--- config.mk ---
export PLATFORM = sky130hd
export DESIGN_NAME = fetch_prefetch
export DESIGN_NICKNAME = d
export VERILOG_FILES = /design/src/rtl/fetch_prefetch.sv
export SDC_FILE = /design/constraint.sdc
export NUM_CORES = 1
export LEC_CHECK = 0
export CAP_MARGIN = 15
export CORE_ASPECT_RATIO = 0.9
export CORE_UTILIZATION = 49
export CTS_CLUSTER_SIZE = 8
export DETAILED_ROUTE_END_ITERATION = 12
export PLACE_DENSITY = 0.81
export SLEW_MARGIN = 20
export SYNTH_ARGS = -nofsm -noshare
export SYNTH_HDL_FRONTEND = slang
export SYNTH_SLANG_ARGS = --single-unit
export TNS_END_PERCENT = 1
--- constraint.sdc ---
create_clock -name clk -period 2.9 [get_ports clk]
set_input_delay 0.29 -clock clk [delete_from_list [all_inputs] [get_ports clk]]
set_output_delay 0.29 -clock clk [all_outputs]
set_load 0.02 [all_outputs]
--- src/rtl/fetch_prefetch.sv ---
// rtl/fetch_prefetch.sv - fetch PC owner, single-outstanding icache requester and prefetch FIFO
// Redirects flush the FIFO; a request in flight at redirect time is drained and its data dropped.
module fetch_prefetch #(
  parameter int                ADDR_W      = 32,
  parameter int                INSTR_W     = 32,
  parameter int                QUEUE_DEPTH = 4,
  parameter logic [ADDR_W-1:0] RESET_PC    = 32'h0000_1000,
  parameter logic [ADDR_W-1:0] EXC_VECTOR  = 32'h0000_2000
) (
  input  logic               clk,
  input  logic               reset,
  input  logic               is_exception,
  input  logic               is_jump,
  input  logic               is_branch,
  input  logic [ADDR_W-1:0]  pc_jump,
  input  logic [ADDR_W-1:0]  pc_branch,
  input  logic               stall,
  output logic               ic_req,
  output logic [ADDR_W-1:0]  ic_addr,
  input  logic [INSTR_W-1:0] ic_data,
  input  logic               ic_ack,
  output logic               instr_valid,
  output logic [INSTR_W-1:0] instruction,
  output logic [ADDR_W-1:0]  instr_pc,
  output logic [ADDR_W-1:0]  new_pc
);
  localparam int PTR_W = $clog2(QUEUE_DEPTH);
  localparam int CNT_W = PTR_W + 1;
  localparam int ENT_W = ADDR_W + INSTR_W;
  localparam logic [CNT_W-1:0]  DEPTH_C = CNT_W'(QUEUE_DEPTH);
  localparam logic [ADDR_W-1:0] PC_STEP = ADDR_W'(4);

  typedef enum logic [1:0] {S_IDLE, S_REQ, S_DISCARD} state_t;

  state_t             state_q, state_d;
  logic [ADDR_W-1:0]  fetch_pc_q, fetch_pc_d;
  logic               ic_req_q, ic_req_d;
  logic [ADDR_W-1:0]  ic_addr_q, ic_addr_d;
  logic [PTR_W-1:0]   wr_ptr_q, wr_ptr_d, rd_ptr_q, rd_ptr_d;
  logic [CNT_W-1:0]   count_q, count_d;
  logic [ENT_W-1:0]   mem_q [QUEUE_DEPTH];

  logic              redirect, enq, deq;
  logic [ADDR_W-1:0] target;
  logic [ENT_W-1:0]  head;

  always_comb begin
    redirect = is_exception | is_jump | is_branch;
    target   = is_exception ? EXC_VECTOR : (is_jump ? pc_jump : pc_branch);
    target[1:0] = 2'b00;
    enq = (state_q == S_REQ) && ic_ack && !redirect;
    deq = (count_q != '0) && !stall && !redirect;
  end

  always_comb begin
    state_d    = state_q;
    fetch_pc_d = fetch_pc_q;
    ic_req_d   = ic_req_q;
    ic_addr_d  = ic_addr_q;
    case (state_q)
      S_IDLE: begin
        if (redirect) begin
          fetch_pc_d = target;
        end else if (count_q < DEPTH_C) begin
          // Nothing is outstanding here, so count alone is the credit check.
          ic_req_d  = 1'b1;
          ic_addr_d = fetch_pc_q;
          state_d   = S_REQ;
        end
      end
      S_REQ: begin
        if (ic_ack) begin
          ic_req_d   = 1'b0;
          state_d    = S_IDLE;
          fetch_pc_d = redirect ? target : fetch_pc_q + PC_STEP;
        end else if (redirect) begin
          fetch_pc_d = target;
          state_d    = S_DISCARD;
        end
      end
      S_DISCARD: begin
        if (redirect) fetch_pc_d = target;
        if (ic_ack) begin
          ic_req_d = 1'b0;
          state_d  = S_IDLE;
        end
      end
      default: state_d = S_IDLE;
    endcase
  end

  always_comb begin
    wr_ptr_d = wr_ptr_q;
    rd_ptr_d = rd_ptr_q;
    count_d  = count_q;
    if (redirect) begin
      wr_ptr_d = '0;
      rd_ptr_d = '0;
      count_d  = '0;
    end else begin
      if (enq) wr_ptr_d = wr_ptr_q + PTR_W'(1);
      if (deq) rd_ptr_d = rd_ptr_q + PTR_W'(1);
      case ({enq, deq})
        2'b10:   count_d = count_q + CNT_W'(1);
        2'b01:   count_d = count_q - CNT_W'(1);
        default: count_d = count_q;
      endcase
    end
  end

  always_ff @(posedge clk or negedge reset) begin
    if (!reset) begin
      state_q    <= S_IDLE;
      fetch_pc_q <= RESET_PC;
      ic_req_q   <= 1'b0;
      ic_addr_q  <= RESET_PC;
      wr_ptr_q   <= '0;
      rd_ptr_q   <= '0;
      count_q    <= '0;
    end else begin
      state_q    <= state_d;
      fetch_pc_q <= fetch_pc_d;
      ic_req_q   <= ic_req_d;
      ic_addr_q  <= ic_addr_d;
      wr_ptr_q   <= wr_ptr_d;
      rd_ptr_q   <= rd_ptr_d;
      count_q    <= count_d;
    end
  end

  // Storage needs no reset: outputs are gated by the count.
  always_ff @(posedge clk) begin
    if (enq) mem_q[wr_ptr_q] <= {fetch_pc_q, ic_data};
  end

  always_comb begin
    head        = mem_q[rd_ptr_q];
    instr_valid = (count_q != '0);
    instruction = instr_valid ? head[INSTR_W-1:0] : '0;
    instr_pc    = instr_valid ? head[ENT_W-1:INSTR_W] : '0;
    new_pc      = instr_valid ? head[ENT_W-1:INSTR_W] + PC_STEP : '0;
    ic_req      = ic_req_q;
    ic_addr     = ic_addr_q;
  end
endmodule

# Yosys cells after proc, flatten, opt, wreduce, memory -nomap -nowiden
# Memory sizes are Yosys's and may differ from the RTL's.
# Index checks and enable logic that the tools add are counted.
dict set report totals {
  output_inout_bits 130
  ramBits 256
  mem_count 1
  regBits 74
}
# name words word_bits rd rd_clocked_by_memory_dff wr line
set memory_table {}
lappend memory_table {mem_q 4 64 1 0 1 41} ;# logic [ENT_W-1:0] mem_q [QUEUE_DEPTH];
dict set report classes {
  n_reduce_logical 18
  eq_ne 9
  addsub 6
  n_lt_le_gt_ge 1
  n_mux 27
  bitwise_logic 3
}
# operator n
set ops {}
lappend ops {{32-bit two-way mux} 8}
lappend ops {{32-bit by 3-bit adder with 32-bit output (second input constant)} 2}
lappend ops {{32-bit one-hot mux with 2 select lines} 1}
lappend ops {{2-bit two-way mux} 9}
lappend ops {{4-bit AND reduction} 2}
lappend ops {{2-bit nonzero test} 4}
lappend ops {{2-bit != test (second input constant)} 3}
lappend ops {{2-bit one-hot mux with 3 select lines} 1}
lappend ops {{3-bit one-hot mux with 2 select lines} 1}
lappend ops {{3-bit nonzero test} 2}
lappend ops {{1-bit two-way mux} 5}
lappend ops {{2-bit by 1-bit adder with 2-bit output (second input constant)} 2}
lappend ops {{2-bit by 1-bit == test with 1-bit output (second input constant)} 2}
lappend ops {{2-bit == test (second input constant)} 2}
lappend ops {{1-bit logical AND} 4}
lappend ops {{2-bit OR reduction} 2}
lappend ops {{3-bit by 1-bit adder with 3-bit output (second input constant)} 1}
lappend ops {{3-bit < comparator (second input constant)} 1}
lappend ops {{3-bit two-way mux} 1}
lappend ops {{3-bit != test (second input constant)} 1}
lappend ops {{3-bit AND reduction} 1}
lappend ops {{3-bit by 1-bit subtractor with 3-bit output (second input constant)} 1}
lappend ops {{1-bit logical NOT} 2}
lappend ops {{2-bit logical NOT} 1}
lappend ops {{other kinds (4)} 5}

# Depth between registers and ports, before layout
# Gate-level depths: netlist (run 1).
dict set report depth {
  ltp_word 7
  ltp_mapped 11
}

# Worst setup path before layout (run 1)
# No wires, ideal clock.
dict set report synth_path {
  path_type {input to register}
  from {in is_jump}
  to {mem mem_q[0][0] (netlist name) (enable)}
  path_stages 4
  setup_time_ps 429
  arrival_ps 2895
  required_time_ps 2471
  setup_slack_ps -425
  n_path_buf 2
  path_cell_list {clkbuf_1 nor3_1 clkbuf_1 and3_1}
}
dict set report synth_via {
  elab_chain_len 6
}
# item line
set synth_lines {}
lappend synth_lines {{start: declaration} 13} ;# input logic is_jump,
lappend synth_lines {{1-bit bitwise OR (2 in a row)} 48} ;# redirect = is_exception | is_jump | is_branch;
lappend synth_lines {{1-bit logical NOT} 51} ;# enq = (state_q == S_REQ) && ic_ack && !redirect;
lappend synth_lines {{1-bit logical AND} 51}
lappend synth_lines {{1-bit two-way mux} 133} ;# if (enq) mem_q[wr_ptr_q] <= {fetch_pc_q, ic_data};
lappend synth_lines {{1-bit two-way mux (not written as such)} 133}
lappend synth_lines {{end: declaration} 41}
# No other way between the ends.

# Worst setup path after layout (run 1)
dict set report layout_path {
  from {reg rd_ptr_q[0]}
  to {out new_pc[29]}
}
dict set report layout_via {
  elab_chain_len 3
}
# item line
set layout_lines {}
lappend layout_lines {{start: declaration} 39} ;# logic [PTR_W-1:0] wr_ptr_q, wr_ptr_d, rd_ptr_q, rd_ptr_d;
lappend layout_lines {{start signal: assignment} 126} ;# rd_ptr_q <= rd_ptr_d;
lappend layout_lines {{memory read 4 x 64 bit} --}
lappend layout_lines {{32-bit by 3-bit adder with 32-bit output} 141} ;# new_pc = instr_valid ? head[ENT_W-1:INSTR_W] + PC_STEP : '0;
lappend layout_lines {{32-bit two-way mux} 141}
lappend layout_lines {{end: declaration} 25} ;# output logic [ADDR_W-1:0] new_pc
# No other way between the ends.

==> flow_summary.json, run 1 <==
{
  "rrSetupSlack_ps": 270,
  "first_global_vias": 9872,
  "yosys_warnings": 0,
  "drive_gt1_share_pct": 23.6,
  "met1_length_mm": 15.2,
  "required_ps": 2610,
  "fin_nets": 1412,
  "worstPathMaxFanout": 8,
  "drv_slew": 0,
  "die_y_um": 166,
  "drt_wl_total_mm": 37.8,
  "grt_pass1_wl_mm": 57.9,
  "syn_avg_cell_area_um2": 15.0,
  "peakVddDrop_mv": 0.484,
  "cts_buffer_depth": 3,
  "path_cells": "buf_8 > mux4_2 > nand3_4 > or4_4 > buf_8 > buf_6 > o41ai_2 > a21oi_1 > buf_4",
  "place_area_mm2": 0.0179,
  "top_layer_used": "met5",
  "synth_seq_area_share_pct": 64.9,
  "initial_core_util_pct": 50.3,
  "cts_buffers": 47,
  "power_density_mw_per_mm2": 654,
  "antenna_found_initial": 2,
  "dp_hpwl_mm": 24.9,
  "whs_ps": 180,
  "failed_checks": "setup timing",
  "synth_edf_count": 256,
  "gp_congestion": 0.849,
  "slew_headroom_pct": 30.8,
  "crit_type": "register to output port",
  "cts-htree-levels": 2,
  "setup_viol": 25,
  "pre_cts_ws_ps": -490,
  "clk_pin_slew_worst_paths_ps": 50,
  "grt_util_all_layers_pct": 24.7,
  "timing.rr.end": "fetch_pc_q[29]",
  "setup_slack_ps": -540,
  "num_vias": 9990,
  "synthDistinctLibCells": 67,
  "route.met3.wl_mm": 4.12,
  "post_drt_wl_per_cell_um": 22.1,
  "root_buffer": "clkbuf_16",
  "die_area_mm2": 0.0307,
  "overflow": 0,
  "fin_crit_ps": 3440,
  "ios": 233,
  "die_x_um": 185,
  "drv_cap": 0,
  "area_growth_syn_to_layout_pct": 32.5,
  "finalCritPeriodShare_pct": 119,
  "critPathLaunchType": "register",
  "async_flop_share_pct": 22.4,
  "cts.sinks": 330,
  "post_synth_instance_area_mm2": 0.0147,
  "cp_slowest_stage_delay_ps": 590,
  "crit_top_cell": "buf_8",
  "tightest_slew_ps": 1040,
  "timing.fmax_mhz": 291,
  "hp-class": "input port to async pin",
  "routed_via_density": 5.83,
  "dr.pass1.iters": 6,
  "r2r-start": "state_q[0]",
  "hold_viol_final": 0,
  "synth_seq_cells": 330,
  "drt_drc_violations_left": 0,
  "synth_nets": 1097,
  "cts_tree": "done",
  "ys.flop_type": "edfxtp_1",
  "status": "finished, violations left",
  "core_area_mm2": 0.0292,
  "leakagePower_nw": 7.62,
  "drt_first_iter_violations": 941,
  "fp-row-count": 59,
  "rr_worst_depth": 8,
  "wl_met2_mm": 17.9,
  "drtAntennaViolNets": 0,
  "finClkSkew_ps": 11.3,
  "arrival_ps": 3150,
  "clk_latency_ps": 530,
  "fin_util_pct": 66.7,
  "io_buffers": 228,
  "rsz0062_at_grt": "yes",
  "grt_max_degree": 75,
  "cp-end-kind": "output port",
  "cp_slowest_cell": "or4_4",
  "syn_inst": 983,
  "fin_area_mm2": 0.0195
}
==> logic make-up (layout without fill, tap and decap cells) <==
| logic type | Yosys count | in the layout | synth area share (%) |
|---|---|---|---|
| AOI/OAI and AO/OA | 165 | 165 | 6.86 |
| xor gates and xnor gates | 16 | 16 | 0.953 |
| adders and majority gates | 11 | 11 | 0.987 |
| buffers and inverters | 80 | 412 | 2.71 |
| DFF | 330 | 330 | 64.9 |
| muxes | 109 | 109 | 13.3 |
| other | 0 | 1 | 0 |
| and+or+nand+nor | 272 | 273 | 10.3 |
==> per-stage QoR <==
step           std cells  setup TNS, ps  total power [mW]
5_1_grt             1712         -11310              13.2
2_1_floorplan        983         -81510              6.91
6_report            1713          -8790              12.7
3_5_place_dp        1636          -6860              8.00
4_1_cts             1708         -17170              12.8
3_3_place_gp        1636          -5520              7.93
==> layer usage <==
| layer | vias up | global-route usage (%) |
|---|---|---|
| met2 | 540 | 38.9 |
| met5 | - | 0 |
| met3 | 66 | 6.25 |
| met4 | 2 | 5.14 |
| li1 | 4445 | - |
| met1 | 4937 | 35.0 |
==> worst max-delay path: cells and delay by family, from the launching register on <==
family,cells,cell delay [ps]
flops,1,550
mux,1,380
compound gates,2,360
simple gates,2,670
buf+inv,4,650
==> cell usage after synthesis (all sizes together) (4+ instances only) <==
cell type / instances / area [um^2]
edfxtp: 256 / 7690
mux2: 21 / 236
buf: 15 / 115
nor2: 72 / 270
o22ai: 10 / 62.6
o31ai: 7 / 52.6
a41oi: 4 / 35.0
ha: 10 / 125
nand2: 37 / 139
or4b: 4 / 40.0
a31oi: 16 / 100
nand4: 16 / 128
and3: 7 / 43.8
o32a: 7 / 70.1
dfrtp: 72 / 1800
and4: 6 / 55.1
xor2: 8 / 70.1
xnor2: 8 / 70.1
clkbuf: 39 / 186
mux4: 64 / 1490
o41ai: 4 / 35.0
mux2i: 24 / 240
inv: 26 / 97.6
nor4: 9 / 68.8
nand3: 17 / 97.6
and2: 68 / 428
o21ai: 56 / 280
a21oi: 41 / 205
or3: 9 / 58.8
nor3: 10 / 55.1
or4: 8 / 63.8
==> report_power, final <==
part | total, mW | leakage [nW] | internal [mW] | switching, mW
logic | 2.01 | 3.72 | 0.931 | 1.08
registers | 5.94 | 3.28 | 5.55 | 0.386
clock network | 4.79 | 0.613 | 2.93 | 1.86
total | 12.7 | 7.62 | 9.41 | 3.33
==> final cells by class <==
type,instances,area (um^2)
clock buffer,64,1240
tap,396,495
timing repair buffer,319,3120
multi-input combinational,574,4950
clock inverter,3,40.0
antenna,1,2.50
fill,2001,9750
sequential,330,9550
inverter,26,97.6
==> sequential cells by signal, summed over array words and instances (netlist names) <==
name	count
wr_ptr_q	2
rd_ptr_q	2
ic_req	1
count_q	3
fetch_pc_q	32
mem_q	256
state_q	2
ic_addr	32
==> how the worst max path moves through the flow <==
stage                 from          end  slack [ps]
2_1_floorplan      is_jump  mem_q[1][0]        -420
6_report       rd_ptr_q[0]   new_pc[29]        -540
3_3_place_gp   rd_ptr_q[0]   new_pc[23]        -410
3_5_place_dp   rd_ptr_q[0]   new_pc[22]        -490
5_1_grt        rd_ptr_q[0]   new_pc[29]        -620
4_1_cts        rd_ptr_q[0]   new_pc[13]        -510
==> repair_timing <==
item / CTS / global route
pin swaps: 12 / 6
hold endpoints to repair: 72 / 0
cloned: 1 / 1
endpoints found under the setup margin: 88 / 64
gates resized for setup: 176 / 76
hold buffers: 1 / 0
buffers inserted: 3 / 2
==> layout by cell type, fill, tap and decap left out, drive strengths merged, types with 8 or more instances in the layout <==
cell,synthesis,layout
or4,8,8
mux2i,24,24
ha,10,10
o21ai,56,56
inv,26,26
edfxtp,256,256
nand4,16,17
nand3,17,17
nor2,72,72
buf,15,115
dlygate4sd2,0,29
o22ai,10,10
a21oi,41,41
dlymetal6s2s,0,30
and2,68,68
clkdlybuf4s50,0,132
nand2,37,37
nor4,9,9
or3,9,9
clkbuf,39,71
xnor2,8,8
mux2,21,21
mux4,64,64
dfrtp,72,72
nor3,10,10
a31oi,16,16
xor2,8,8
(Power assumes the default switching activity.)
==> run 2, diff against run 1 <==
--- a/config.mk
+++ b/config.mk
@@ -5,7 +5,6 @@
 export SDC_FILE = /design/constraint.sdc
 export NUM_CORES = 1
 export LEC_CHECK = 0
-export CAP_MARGIN = 15
 export CORE_ASPECT_RATIO = 0.9
 export CORE_UTILIZATION = 49
 export CTS_CLUSTER_SIZE = 8
==> results of run 2 <==
Final layout, timing and power as in run 1 (identical DEF).
